--- src/rtl/cast_rr_arbiter_pkg.sv ---
// Shared types for the round-robin cast arbiter: state encoding, id and word types,
// and the narrowing cast used on the granted word.
package cast_arb_pkg;

  localparam int N_REQ = 4;
  localparam int IN_W  = 8;
  localparam int OUT_W = 4;

  typedef enum logic [1:0] {
    ST_IDLE  = 2'd0,
    ST_GRANT = 2'd1,
    ST_DONE  = 2'd2
  } arb_state_t;

  typedef logic [1:0] req_id_t;
  typedef logic [3:0] out_word_t;
  typedef logic [7:0] in_word_t;

  // Keeps the low OUT_W bits; no sign extension, no rounding.
  function automatic out_word_t cast_word(input in_word_t w);
    return out_word_t'(w);
  endfunction

endpackage

--- src/rtl/cast_rr_arbiter_if.sv ---
// Request/grant and result port bundle for cast_rr_arbiter.
// out_valid/out_ready: a transfer happens on a cycle where both are high; until then
// out_valid stays high and out_data/out_id stay stable.
interface cast_rr_arbiter_if;
  import cast_arb_pkg::*;

  logic [N_REQ-1:0]      req;
  logic [N_REQ*IN_W-1:0] req_data;
  logic [N_REQ-1:0]      gnt;
  logic                  out_valid;
  logic                  out_ready;
  out_word_t             out_data;
  req_id_t               out_id;

  modport master (
    output req, req_data, out_ready,
    input  gnt, out_valid, out_data, out_id
  );

  modport slave (
    input  req, req_data, out_ready,
    output gnt, out_valid, out_data, out_id
  );

endinterface

--- src/rtl/cast_rr_arbiter_rr_pick.sv ---
// Combinational round-robin priority rotator: first asserted request after last_id wins.
module rr_pick
  import cast_arb_pkg::*;
(
  input  logic [N_REQ-1:0] req,
  input  req_id_t          last_id,
  output logic             valid,
  output req_id_t          id
);

  req_id_t cand;

  always_comb begin
    valid = 1'b0;
    id    = last_id;
    cand  = last_id;
    // i == N_REQ wraps back to last_id, so it is searched last.
    for (int i = 1; i <= N_REQ; i++) begin
      cand = last_id + req_id_t'(i);
      if (!valid && req[cand]) begin
        valid = 1'b1;
        id    = cand;
      end
    end
  end

endmodule

--- src/rtl/cast_rr_arbiter.sv ---
// Round-robin arbiter sharing one narrowing-cast datapath between four requesters.
// IDLE arbitrates and captures, GRANT pulses gnt, DONE presents the result.
module cast_rr_arbiter
  import cast_arb_pkg::*;
(
  input  logic              clk,
  input  logic              rst,
  cast_rr_arbiter_if.slave  bus,
  output logic              busy,
  output arb_state_t        state_dbg
);

  arb_state_t state;
  req_id_t    last_id;
  req_id_t    cur_id;
  req_id_t    pick_id;
  logic       pick_valid;
  out_word_t  result;
  in_word_t   pick_word;

  rr_pick u_pick (
    .req     (bus.req),
    .last_id (last_id),
    .valid   (pick_valid),
    .id      (pick_id)
  );

  always_comb begin
    pick_word = '0;
    for (int i = 0; i < N_REQ; i++) begin
      if (pick_id == req_id_t'(i)) pick_word = bus.req_data[i*IN_W +: IN_W];
    end
  end

  always_ff @(posedge clk) begin
    if (rst) begin
      state         <= ST_IDLE;
      bus.gnt       <= '0;
      bus.out_valid <= 1'b0;
      result        <= '0;
      cur_id        <= '0;
      last_id       <= req_id_t'(N_REQ - 1);
      busy          <= 1'b0;
    end else begin
      case (state)
        ST_IDLE: begin
          if (pick_valid) begin
            state   <= ST_GRANT;
            cur_id  <= pick_id;
            last_id <= pick_id;
            result  <= cast_word(pick_word);
            bus.gnt <= {{(N_REQ-1){1'b0}}, 1'b1} << pick_id;
            busy    <= 1'b1;
          end
        end
        ST_GRANT: begin
          state         <= ST_DONE;
          bus.gnt       <= '0;
          bus.out_valid <= 1'b1;
        end
        ST_DONE: begin
          // Result and id stay put after the handshake; only valid drops.
          if (bus.out_ready) begin
            state         <= ST_IDLE;
            bus.out_valid <= 1'b0;
            busy          <= 1'b0;
          end
        end
        default: begin
          state         <= ST_IDLE;
          bus.gnt       <= '0;
          bus.out_valid <= 1'b0;
          busy          <= 1'b0;
        end
      endcase
    end
  end

  assign bus.out_data = result;
  assign bus.out_id   = cur_id;
  assign state_dbg    = state;

endmodule

--- src/flat_wrapper.sv ---
// flat-port wrapper written by rule: the top's interface ports become plain ports
module cast_rr_arbiter_flat import cast_arb_pkg::*;
  (clk, rst, busy, state_dbg, bus_req, bus_req_data, bus_out_ready, bus_gnt, bus_out_valid, bus_out_data, bus_out_id);
  cast_rr_arbiter_if bus_i ();
  input  logic clk;
  input  logic rst;
  output logic busy;
  output arb_state_t state_dbg;
  input wire logic [$bits(bus_i.req)-1:0] bus_req;
  input wire logic [$bits(bus_i.req_data)-1:0] bus_req_data;
  input wire logic [$bits(bus_i.out_ready)-1:0] bus_out_ready;
  output wire logic [$bits(bus_i.gnt)-1:0] bus_gnt;
  output wire logic [$bits(bus_i.out_valid)-1:0] bus_out_valid;
  output wire logic [$bits(bus_i.out_data)-1:0] bus_out_data;
  output wire logic [$bits(bus_i.out_id)-1:0] bus_out_id;
  assign bus_i.req = bus_req;
  assign bus_i.req_data = bus_req_data;
  assign bus_i.out_ready = bus_out_ready;
  assign bus_gnt = bus_i.gnt;
  assign bus_out_valid = bus_i.out_valid;
  assign bus_out_data = bus_i.out_data;
  assign bus_out_id = bus_i.out_id;
  cast_rr_arbiter u_core (.clk(clk), .rst(rst), .bus(bus_i), .busy(busy), .state_dbg(state_dbg));
endmodule
--- config.mk ---
export PLATFORM = sky130hd
export DESIGN_NAME = cast_rr_arbiter_flat
export DESIGN_NICKNAME = d
export VERILOG_FILES = /design/src/rtl/cast_rr_arbiter_pkg.sv /design/src/rtl/cast_rr_arbiter_if.sv /design/src/rtl/cast_rr_arbiter_rr_pick.sv /design/src/rtl/cast_rr_arbiter.sv /design/src/flat_wrapper.sv
export SDC_FILE = /design/constraint.sdc
export NUM_CORES = 1
export LEC_CHECK = 0
export ABC_AREA = 1
export BUFFER_PORTS_ARGS = -buffer_cell sky130_fd_sc_hd__buf_2
export CORE_ASPECT_RATIO = 0.5
export CORE_UTILIZATION = 25
export CTS_CLUSTER_SIZE = 20
export DETAILED_ROUTE_END_ITERATION = 6
export SYNTH_ARGS = -nofsm -noshare
export SYNTH_HDL_FRONTEND = slang
export SYNTH_SLANG_ARGS = --single-unit
--- constraint.sdc ---
create_clock -name clk -period 3.1 [get_ports clk]
set_input_delay 0.155 -clock clk [delete_from_list [all_inputs] [get_ports clk]]
set_output_delay 0.155 -clock clk [all_outputs]
set_load 0.02 [all_outputs]
==> impl_metrics.yaml <==
pwr:
  ir_drop_uv: 244
  internal_power_mw: 0.789
  netSwitchingFraction_pct: 54.7
  p_switching_mw: 0.954
  seqPwrFrac_pct: 20.7
  clockPowerShare_pct: 10.7
  p_comb_share_pct: 68.6
  powerDensity_nw_per_um2: 1220
  p_leak_nw: 0.728
clocking:
  clk_pin_slew_worst_paths_ps: 60
  cts.path.max_buffers: 2
  tritoncts: "done"
  root_buffer: "clkbuf_8"
  post-cts-setup-buffers: 0
  cts_buffers: 3
  postCtsHoldBufs: 0
  htree_levels: 1
  clk_latency_ps: 250
  cts.sink_count: 16
  post_cts_resized: 0
place:
  globalplace.congestion: 0.817
  dp.final_hpwl_um: 2070
  port_buffers: 36
  place_inst: 246
global_routing:
  grt_pass1_wl_um: 4400
  grt_usage_pct: 11.1
  grt_max_degree: 13
  grt_remaining_overflow: 0
  antenna_found_initial: 0
  grt_pass1_vias: 1034
timing:
  setup_viol: 0
  maxSlewViolCount: 0
  post-route-period-util_pct: 64.2
  setup_tns_ps: 0
  skew_ps: 0.824
  fmax_mhz: 502
  fin_crit_ps: 1990
  slew_headroom_pct: 67.3
  hold_violations: 0
  rsz0062_at_grt: "false"
  worst_pin_slew_ps: 486
yosys:
  avgSynthCellArea_um2: 7.39
  synthFlopType: "dfxtp_1"
  yosysSeqAreaShare_pct: 27.6
  synth.largest_area_cell: "dfxtp_1"
  ys_warn_count: 0
  synth_top_area_share_pct: 27.6
  synth_edf_count: 0
  syn_nets: 196
  ys_ff_latch: 16
  syn_area_um2: 1160
  syn_inst: 157
  synth_cell_type_count: 26
  async_flop_share_pct: 0
  yosys-top-cells-area: "dfxtp_1 (28%), nand2_1 (15%), nand2_4 (9.7%)"
worst_setup_path:
  required_ps: 3240
  critPathMaxFanout: 12
  critPathKind: "register to register"
  cp.arrival_ps: 2130
  r2r_slack_ps: 1110
  critPathCaptureType: "register"
  cp-start-kind: "register"
cells_and_area:
  drive_gt1_share_pct: 40.4
  most-common-layout-cells: "nand2_1 (46), buf_2 (36), nand3_1 (20)"
  num_antenna_cells: 0
  instances_no_fill: 250
  nFillCells: 487
  final_common_cell: "nand2_1"
  nNetsFinal: 233
  layout-area-overhead-vs-synth_pct: 23.2
  fin_util_pct: 32.3
die:
  die_area_um2: 4930
  start_util_pct: 26.2
  rows: 17
  die_h_um: 50.2
  io_pins: 53
  placeableCoreArea_um2: 4420
  die_w_um: 98.3
route:
  avgViaCountPerCell: 4.37
  routed-via-count: 1093
  drc: 0
  routedWlPerCell_um: 10.3
  drt_pass1_iterations: 4
  routed_wl_um: 2570
  drtIter0Drc: 68
  postRouteAntennaNets: 0
min_path:
  holdCritPathClass: "input port to register"
run_status:
  status: "complete, no violations"
run:
  cap_violations: 0
-- routing by layer --
metal / up-vias / GRT usage [%] / routed length [µm]
li1: 590 / - / -
met4: 0 / 2.24 / 9
met2: 12 / 20.3 / 1270
met1: 489 / 12.8 / 1170
met5: - / 0 / 0
met3: 2 / 3.62 / 113
-- final cells by class --
cell class                 instances  area (µm²)  area share, %
clock buffer                       4        55.1           3.85
inverter                          15        71.3           4.99
timing repair buffer              36         180           12.6
tap                               57        71.3           4.99
multi-input combinational        122         731           51.1
sequential                        16         320           22.4
-- cell families (layout without fill, tap and decap cells) --
kind of cell | count (synthesis) | after routing | synth area share (%)
AND/OR/NAND/NOR | 104 | 104 | 52.9
buffers and inverters | 19 | 55 | 9.38
AO/OA/AOI/OAI | 18 | 18 | 10.1
flip-flops | 16 | 16 | 27.6
-- power groups by stage --
stage / logic (mW) / clock network [mW] / registers, mW
3_3_place_gp: 1.19 / 0 / 0.365
3_5_place_dp: 1.20 / 0 / 0.366
2_1_floorplan: 0.960 / 0 / 0.416
4_1_cts: 1.21 / 0.192 / 0.362
5_1_grt: 1.34 / 0.199 / 0.372
6_report: 1.20 / 0.187 / 0.361
-- final timing paths --
check	start	endpoint	cells after the start
worst min-delay path	rst	u_core.bus.out_valid	2
worst max-delay path	u_core.last_id[0]	u_core.bus.out_data[1]	12
worst min register to register	u_core.bus.out_valid	u_core.bus.out_valid	2
worst max register to register	u_core.last_id[0]	u_core.bus.out_data[1]	12
-- per-stage QoR --
| step | setup WS, ps | hold WS, ps | area (µm²) | total power [mW] |
|---|---|---|---|---|
| global placement | 1140 | 398 | 1370 | 1.56 |
| CTS | 1100 | 133 | 1430 | 1.76 |
| detailed placement | 1110 | 403 | 1370 | 1.57 |
| global route | 915 | 153 | 1430 | 1.91 |
| floorplan | 1520 | 224 | 1160 | 1.38 |
| finish | 1110 | 138 | 1430 | 1.74 |
-- critical path: stages, from the launching register on --
cell     delay (ps)
dfxtp_1         600
inv_8           100
nand2_1         100
nand2_1         100
nor2_1          100
nand3_1          80
nand2_1         120
nand3_4         120
nand2_4         150
nand2_1          80
or2_0           190
nand2_1          90
a21oi_2          50
-- state kept, by name (all words and copies together) (netlist names) --
name,cells
u_core.bus.out_data,4
u_core.state_dbg,2
u_core.bus.gnt,4
u_core.busy,1
u_core.bus.out_valid,1
u_core.bus.out_id,2
u_core.last_id,2
-- synth_stat cells (2+ instances only) --
cell / n
dfxtp_1: 16
buf_6: 3
nand3_4: 3
nand3_2: 2
inv_4: 3
a21oi_2: 2
o21ai_0: 4
nor2_1: 3
nand3_1: 20
inv_1: 8
a21oi_1: 7
nand4_1: 4
nand2_4: 10
or2_0: 2
o211ai_1: 2
inv_2: 3
nand2_2: 11
nand2_1: 46
Power figures use the tool's default switching activity.
